File: src/rtl/ps2_pkg.sv
// ps2_pkg: shared PS/2 definitions.
//   - ps2_state_e: host transmitter FSM states
//   - PS2_CMD_*: common host-to-device command bytes
//   - DEF_*: default cycle counts at 50 MHz
//   - ps2_odd_parity(): parity bit that makes the 9-bit frame odd
package ps2_pkg;

    typedef enum logic [2:0] {
        IDLE,
        INHIBIT,
        REQUEST,
        DATA,
        STOP,
        ACK,
        WAIT_IDLE
    } ps2_state_e;

    localparam logic [7:0] PS2_CMD_SET_LEDS = 8'hED;
    localparam logic [7:0] PS2_CMD_ENABLE   = 8'hF4;
    localparam logic [7:0] PS2_CMD_RESET    = 8'hFF;

    localparam int unsigned DEF_CLK_INHIBIT_CYCLES   = 5000;    // 100 us
    localparam int unsigned DEF_START_TIMEOUT_CYCLES = 750000;  // 15 ms
    localparam int unsigned DEF_BIT_TIMEOUT_CYCLES   = 100000;  // 2 ms

    localparam int unsigned CNT_W = 20;

    function automatic logic ps2_odd_parity(input logic [7:0] b);
        return ~^b;
    endfunction

endpackage

File: src/rtl/ps2_line_sync.sv
// ps2_line_sync: 2-FF synchronizers for PS2_CLK / PS2_DAT plus a
// falling-edge detector on the synchronized clock.
//   clk_i       system clock
//   rst_i       synchronous active-high reset
//   ps2_clk_i   raw PS2_CLK pin
//   ps2_dat_i   raw PS2_DAT pin
//   clk_s_o     synchronized PS2_CLK
//   dat_s_o     synchronized PS2_DAT
//   clk_fall_o  synchronized PS2_CLK was 1 last cycle and is 0 now
module ps2_line_sync (
    input  logic clk_i,
    input  logic rst_i,
    input  logic ps2_clk_i,
    input  logic ps2_dat_i,
    output logic clk_s_o,
    output logic dat_s_o,
    output logic clk_fall_o
);

    logic [1:0] clk_sync_q;
    logic [1:0] dat_sync_q;
    logic       clk_prev_q;

    // Reset to the bus idle level (high) so leaving reset never looks like an edge.
    always_ff @(posedge clk_i) begin
        if (rst_i) begin
            clk_sync_q <= 2'b11;
            dat_sync_q <= 2'b11;
            clk_prev_q <= 1'b1;
        end else begin
            clk_sync_q <= {clk_sync_q[0], ps2_clk_i};
            dat_sync_q <= {dat_sync_q[0], ps2_dat_i};
            clk_prev_q <= clk_sync_q[1];
        end
    end

    assign clk_s_o    = clk_sync_q[1];
    assign dat_s_o    = dat_sync_q[1];
    assign clk_fall_o = clk_prev_q & ~clk_sync_q[1];

endmodule

File: src/rtl/ps2_host_tx.sv
// ps2_host_tx: host-to-device PS/2 command transmitter.
// Runs clock inhibit, request-to-send, 8 data bits LSB first, odd parity,
// stop and device acknowledge for one command byte.
//   CLOCK_50    system clock
//   reset       synchronous active-high reset
//   cmd_data    command byte (sampled on accept only)
//   cmd_valid   command request
//   cmd_ready   high in IDLE (combinational)
//   ps2_clk_in  raw PS2_CLK pin
//   ps2_dat_in  raw PS2_DAT pin
//   ps2_clk_oe  1 = pull PS2_CLK low
//   ps2_dat_oe  1 = pull PS2_DAT low
//   tx_busy     high whenever not IDLE
//   cmd_sent    one-cycle pulse on device ACK
//   cmd_error   one-cycle pulse on NACK or timeout
// Build option: define PS2_HOST_TX_TIMEOUT_EN to enable the start/bit
// timeouts; without it a transfer waits for device edges indefinitely.
module ps2_host_tx
    import ps2_pkg::*;
#(
    parameter int unsigned CLK_INHIBIT_CYCLES   = DEF_CLK_INHIBIT_CYCLES,
    parameter int unsigned START_TIMEOUT_CYCLES = DEF_START_TIMEOUT_CYCLES,
    parameter int unsigned BIT_TIMEOUT_CYCLES   = DEF_BIT_TIMEOUT_CYCLES
) (
    input  logic       CLOCK_50,
    input  logic       reset,
    input  logic [7:0] cmd_data,
    input  logic       cmd_valid,
    output logic       cmd_ready,
    input  logic       ps2_clk_in,
    input  logic       ps2_dat_in,
    output logic       ps2_clk_oe,
    output logic       ps2_dat_oe,
    output logic       tx_busy,
    output logic       cmd_sent,
    output logic       cmd_error
);

    localparam logic [CNT_W-1:0] INH_LAST = CNT_W'(CLK_INHIBIT_CYCLES - 1);
    localparam logic [CNT_W-1:0] CNT_MAX  = {CNT_W{1'b1}};

`ifdef PS2_HOST_TX_TIMEOUT_EN
    localparam logic [CNT_W-1:0] START_LAST = CNT_W'(START_TIMEOUT_CYCLES - 1);
    localparam logic [CNT_W-1:0] BIT_LAST   = CNT_W'(BIT_TIMEOUT_CYCLES - 1);
`else
    logic unused_timeout_cfg;
    assign unused_timeout_cfg = ^{START_TIMEOUT_CYCLES, BIT_TIMEOUT_CYCLES};
`endif

    logic clk_s, dat_s, clk_fall;

    ps2_line_sync u_sync (
        .clk_i      (CLOCK_50),
        .rst_i      (reset),
        .ps2_clk_i  (ps2_clk_in),
        .ps2_dat_i  (ps2_dat_in),
        .clk_s_o    (clk_s),
        .dat_s_o    (dat_s),
        .clk_fall_o (clk_fall)
    );

    ps2_state_e       state_q, state_d;
    logic [CNT_W-1:0] cnt_q, cnt_d;
    logic [3:0]       bitcnt_q, bitcnt_d;
    logic [8:0]       shift_q, shift_d;
    logic             clk_oe_q, clk_oe_d;
    logic             dat_oe_q, dat_oe_d;
    logic             busy_q, busy_d;
    logic             sent_q, sent_d;
    logic             err_q, err_d;

    always_ff @(posedge CLOCK_50) begin
        if (reset) begin
            state_q  <= IDLE;
            cnt_q    <= '0;
            bitcnt_q <= '0;
            shift_q  <= '0;
            clk_oe_q <= 1'b0;
            dat_oe_q <= 1'b0;
            busy_q   <= 1'b0;
            sent_q   <= 1'b0;
            err_q    <= 1'b0;
        end else begin
            state_q  <= state_d;
            cnt_q    <= cnt_d;
            bitcnt_q <= bitcnt_d;
            shift_q  <= shift_d;
            clk_oe_q <= clk_oe_d;
            dat_oe_q <= dat_oe_d;
            busy_q   <= busy_d;
            sent_q   <= sent_d;
            err_q    <= err_d;
        end
    end

    always_comb begin
        state_d  = state_q;
        cnt_d    = (cnt_q == CNT_MAX) ? cnt_q : cnt_q + 1'b1;
        bitcnt_d = bitcnt_q;
        shift_d  = shift_q;
        clk_oe_d = clk_oe_q;
        dat_oe_d = dat_oe_q;
        sent_d   = 1'b0;
        err_d    = 1'b0;

        unique case (state_q)
            IDLE: begin
                clk_oe_d = 1'b0;
                dat_oe_d = 1'b0;
                if (cmd_valid) begin
                    state_d  = INHIBIT;
                    clk_oe_d = 1'b1;
                    shift_d  = {ps2_odd_parity(cmd_data), cmd_data};
                end
            end
            INHIBIT: begin
                // Start bit goes out on the same edge the clock is released.
                if (cnt_q == INH_LAST) begin
                    state_d  = REQUEST;
                    clk_oe_d = 1'b0;
                    dat_oe_d = 1'b1;
                end
            end
            REQUEST: begin
                if (clk_fall) begin
                    state_d  = DATA;
                    dat_oe_d = ~shift_q[0];
                    shift_d  = {1'b0, shift_q[8:1]};
                    bitcnt_d = 4'd1;
                end
`ifdef PS2_HOST_TX_TIMEOUT_EN
                else if (cnt_q >= START_LAST) begin
                    state_d  = IDLE;
                    clk_oe_d = 1'b0;
                    dat_oe_d = 1'b0;
                    err_d    = 1'b1;
                end
`endif
            end
            DATA, STOP, ACK, WAIT_IDLE: begin
                if (state_q == WAIT_IDLE && clk_s && dat_s) begin
                    state_d = IDLE;
                    sent_d  = 1'b1;
                end else if (clk_fall && state_q != WAIT_IDLE) begin
                    if (state_q == DATA) begin
                        // Edge 9 drives parity; the next edge is the stop bit.
                        dat_oe_d = ~shift_q[0];
                        shift_d  = {1'b0, shift_q[8:1]};
                        bitcnt_d = bitcnt_q + 4'd1;
                        if (bitcnt_q == 4'd8) state_d = STOP;
                    end else if (state_q == STOP) begin
                        dat_oe_d = 1'b0;
                        state_d  = ACK;
                    end else if (dat_s) begin
                        state_d = IDLE;
                        err_d   = 1'b1;
                    end else begin
                        state_d = WAIT_IDLE;
                    end
                end
`ifdef PS2_HOST_TX_TIMEOUT_EN
                else if (cnt_q >= BIT_LAST) begin
                    state_d  = IDLE;
                    clk_oe_d = 1'b0;
                    dat_oe_d = 1'b0;
                    err_d    = 1'b1;
                end
`endif
            end
            default: begin
                state_d  = IDLE;
                clk_oe_d = 1'b0;
                dat_oe_d = 1'b0;
            end
        endcase

        // Edges seen while we hold the clock low (INHIBIT) are our own and
        // must not stretch the inhibit time, so only device-phase edges reload.
        if (state_d != state_q ||
            (clk_fall && state_q != IDLE && state_q != INHIBIT))
            cnt_d = '0;

        busy_d = (state_d != IDLE);
    end

    assign cmd_ready  = (state_q == IDLE);
    assign ps2_clk_oe = clk_oe_q;
    assign ps2_dat_oe = dat_oe_q;
    assign tx_busy    = busy_q;
    assign cmd_sent   = sent_q;
    assign cmd_error  = err_q;

endmodule

File: config.mk
export PLATFORM = sky130hd
export DESIGN_NAME = ps2_host_tx
export DESIGN_NICKNAME = d
export VERILOG_FILES = /design/src/rtl/ps2_pkg.sv /design/src/rtl/ps2_line_sync.sv /design/src/rtl/ps2_host_tx.sv
export SDC_FILE = /design/constraint.sdc
export NUM_CORES = 1
export LEC_CHECK = 0
export CAP_MARGIN = 10
export CORE_MARGIN = 5
export CORE_UTILIZATION = 42
export CTS_CLUSTER_DIAMETER = 30
export CTS_CLUSTER_SIZE = 16
export DETAILED_ROUTE_END_ITERATION = 8
export SLEW_MARGIN = 20
export SYNTH_ARGS = -nofsm -noshare
export SYNTH_HDL_FRONTEND = slang
export SYNTH_SLANG_ARGS = --single-unit
File: constraint.sdc
create_clock -name CLOCK_50 -period 4.3 [get_ports CLOCK_50]
set_clock_uncertainty 0.05 [all_clocks]
set_input_delay 1.075 -clock CLOCK_50 [delete_from_list [all_inputs] [get_ports CLOCK_50]]
set_output_delay 1.075 -clock CLOCK_50 [all_outputs]
set_load 0.02 [all_outputs]
==> impl_metrics.csv <==
group,metric,value,unit
synthesis,syn-mean-instance-area,8.671,sq um
layout,final_util,0.4821,
synthesis,yosysWarnings,0,
setup_path,cp.arrival,1.79,ns
global_routing,grt_pass1_vias,2036,
place,place_congestion,0.8265,
setup_path,endpoint_kind,"primary output",
synthesis,synth-seq-cells,46,
power,seq_power_share,0.530,
worst_hold_path,hp-class,"reg2reg",
setup_path,path_max_fanout,18,
drt,drc,0,
floorplan,initial_core_util,0.4264,
synthesis,yosysUniqueCellTypes,55,
layout,n_antenna_cell,0,
setup_path,start_kind,"flip-flop",
layout,layout.cells.non_filler,376,
synthesis,syn_nets,302,
status,outcome,"finished clean",
timing,relSlewSlack,0.4526,
power,sw_frac_of_total,0.2432,
place,dpl.hpwl,3720,um
clock_network,cts-resized-gates,0,
global_routing,grt_max_degree,28,
synthesis,synth-seq-area-share,0.3713,
clock_network,path_clk_slew,0.08,ns
job,maxCapViolCount,0,
floorplan,core_area,0.005816,sq mm
drt,vias,2115,
floorplan,rows,28,
floorplan,die_y,86.84,um
clock_network,cts_tree,"built",
drt,firstDrtPassIters,4,
global_routing,antenna_found_initial,0,
synthesis,syn_area,0.002480,sq mm
global_routing,grt_first_pass_wirelength,9453,um
layout,drive_gt1_frac,0.09967,
global_routing,grt_use_total,0.1550,
timing,finalSetupTns,0,ns
power,p_int,646.5,uW
timing,fin_crit_sh,0.6776,
setup_path,ff2ff_setup_slack,2.00,ns
power,leakage,0.0009260,uW
clock_network,cts_root_buffer,"clkbuf_8",
drt,wl_per_cell,14.25,um
timing,grt_setup_unrepaired,"no",
power,pwr-share-comb,0.108,
floorplan,dieArea,0.007541,sq mm
power,power_switching,207.7,uW
synthesis,yosys-top-cells-area,"dfxtp_1 37%, xnor2_1 4.9%, mux2i_1 4.8%",
synthesis,async_flop_share,0,
layout,area_growth,13.07,%
floorplan,io_pins,19,
clock_network,post-cts-setup-buffers,0,
clock_network,cts_max_path_buffers,2,
place,port-buffer-count,18,
clock_network,insertion_delay,0.30,ns
global_routing,grt.overflow.total,0,
drt,vias_per_cell,5.625,
clock_network,htreeDepth,2,
place,dpl.cell_count,368,
drt,final_antenna_net_count,0,
power,clock_power_share,0.362,
floorplan,dieWidth,86.84,um
synthesis,synth_ff_type,"dfxtp_1",
clock_network,cts_buffers,5,
synthesis,synth_top_area_share,0.3713,
timing,fmax,343.2,MHz
power,peakVddDrop,0.0001707,V
drt,drtIter0Drc,91,
clock_network,cts.sinks,46,
timing,min_period,2.914,ns
layout,nets,316,
synthesis,synth_edf_count,0,
timing,setup_viol,0,
timing,hold_violations,0,
drt,totalWireLength,5357,um
setup_path,required,3.17,ns
timing,worst_slew_pin_slew,0.8144,ns
power,powerDensity,304.6,mW/mm^2
synthesis,synth_top_cell_by_area,"dfxtp_1",
setup_path,crit_type,"reg2out",
clock_network,ctsHoldBuffers,0,
synthesis,netlist_instances,286,
timing,drv_slew,0,
## cells in the final DEF (no fill, tap or decap), types with 3 or more instances in the layout
cell type	n
xnor2_1	14
nor2_1	27
nor4_1	8
nor3_1	20
ha_1	3
a21oi_1	11
nand3_1	12
inv_1	5
clkbuf_8	8
nand4_1	4
a211oi_1	11
mux2i_1	12
dfxtp_1	46
or2_2	6
and3_1	5
o2111ai_1	3
nand2_1	23
o21ai_0	10
nand2b_1	5
a22o_1	4
xor2_1	6
clkdlybuf4s50_1	18
a31oi_1	4
## path summary, 6_finish.rpt
path | endpoint | cells past startpoint | from
setup / recovery | cmd_ready | 2 | state_q[0]$_SDFF_PP0_
hold / removal | u_sync.dat_sync_q[1]$_SDFF_PP1_ | 1 | u_sync.dat_sync_q[0]$_SDFF_PP1_
setup reg to reg | cnt_q[16]$_SDFFE_PP0P_ | 6 | state_q[0]$_SDFF_PP0_
hold reg to reg | u_sync.dat_sync_q[1]$_SDFF_PP1_ | 1 | u_sync.dat_sync_q[0]$_SDFF_PP1_
## critical path: stages, from the launching register on
cell,delay (ns)
dfxtp_1,0.51
nor3_1,0.32
clkdlybuf4s50_1,0.66
## power groups by stage
stage / Combinational [uW] / Clock (uW) / Sequential (uW)
final: 92.4 / 309 / 453
after global routing: 103 / 336 / 455
after CTS: 93.2 / 319 / 453
after detailed placement: 92.9 / 0 / 462
after global placement: 91.3 / 0 / 462
after floorplan: 69.9 / 0 / 458
## through the flow
| stage | instance area, sq um | worst slack, ns | total power, uW | hold slack [ns] |
|---|---|---|---|---|
| after floorplan | 2480 | 1.995 | 528.1 | 0.3395 |
| after global placement | 2694 | 1.562 | 553.5 | 0.3437 |
| after detailed placement | 2694 | 1.480 | 555.3 | 0.3480 |
| after CTS | 2804 | 1.368 | 864.5 | 0.3706 |
| after global routing | 2804 | 1.264 | 894.2 | 0.3871 |
| final | 2804 | 1.386 | 854.2 | 0.3681 |
## Yosys cell counts, types with 6 or more instances
master	count
dfxtp_1	46
nor2_1	27
nand2_1	23
nor3_1	20
xnor2_1	14
mux2i_1	12
nand3_1	12
a211oi_1	11
a21oi_1	11
o21ai_0	10
nor4_1	8
or2_2	6
xor2_1	6
## per-layer routing
layer / share of wire / track usage
met4: 0.0099 / 0.05241
met1: 0.47 / 0.1970
met5: 0 / 0
met3: 0.033 / 0.03327
met2: 0.48 / 0.2588
## registers in the layout, indices dropped and copies added, names as in the netlist, 2 cells and up
register,flops
u_sync.dat_sync_q,2
shift_q,9
state_q,3
bitcnt_q,4
u_sync.clk_sync_q,2
cnt_q,20
## kinds of logic after synthesis
kind of cell	Yosys count	synth area share
mux	12	0.04844
fa+ha+maj	3	0.01514
simple gates	130	0.2947
flops	46	0.3713
xor+xnor	20	0.07064
compound gates	56	0.1604
buf+inv	19	0.03935
## final cells by class
class	instances	area [sq um]
clock buffer	8	110.1
fill	598	3012
inverter	6	22.52
multi-input combinational	221	1461
sequential	46	920.9
tap	75	93.84
timing repair buffer	20	195.2
Note: power is estimated with default switching activity, not from simulation.
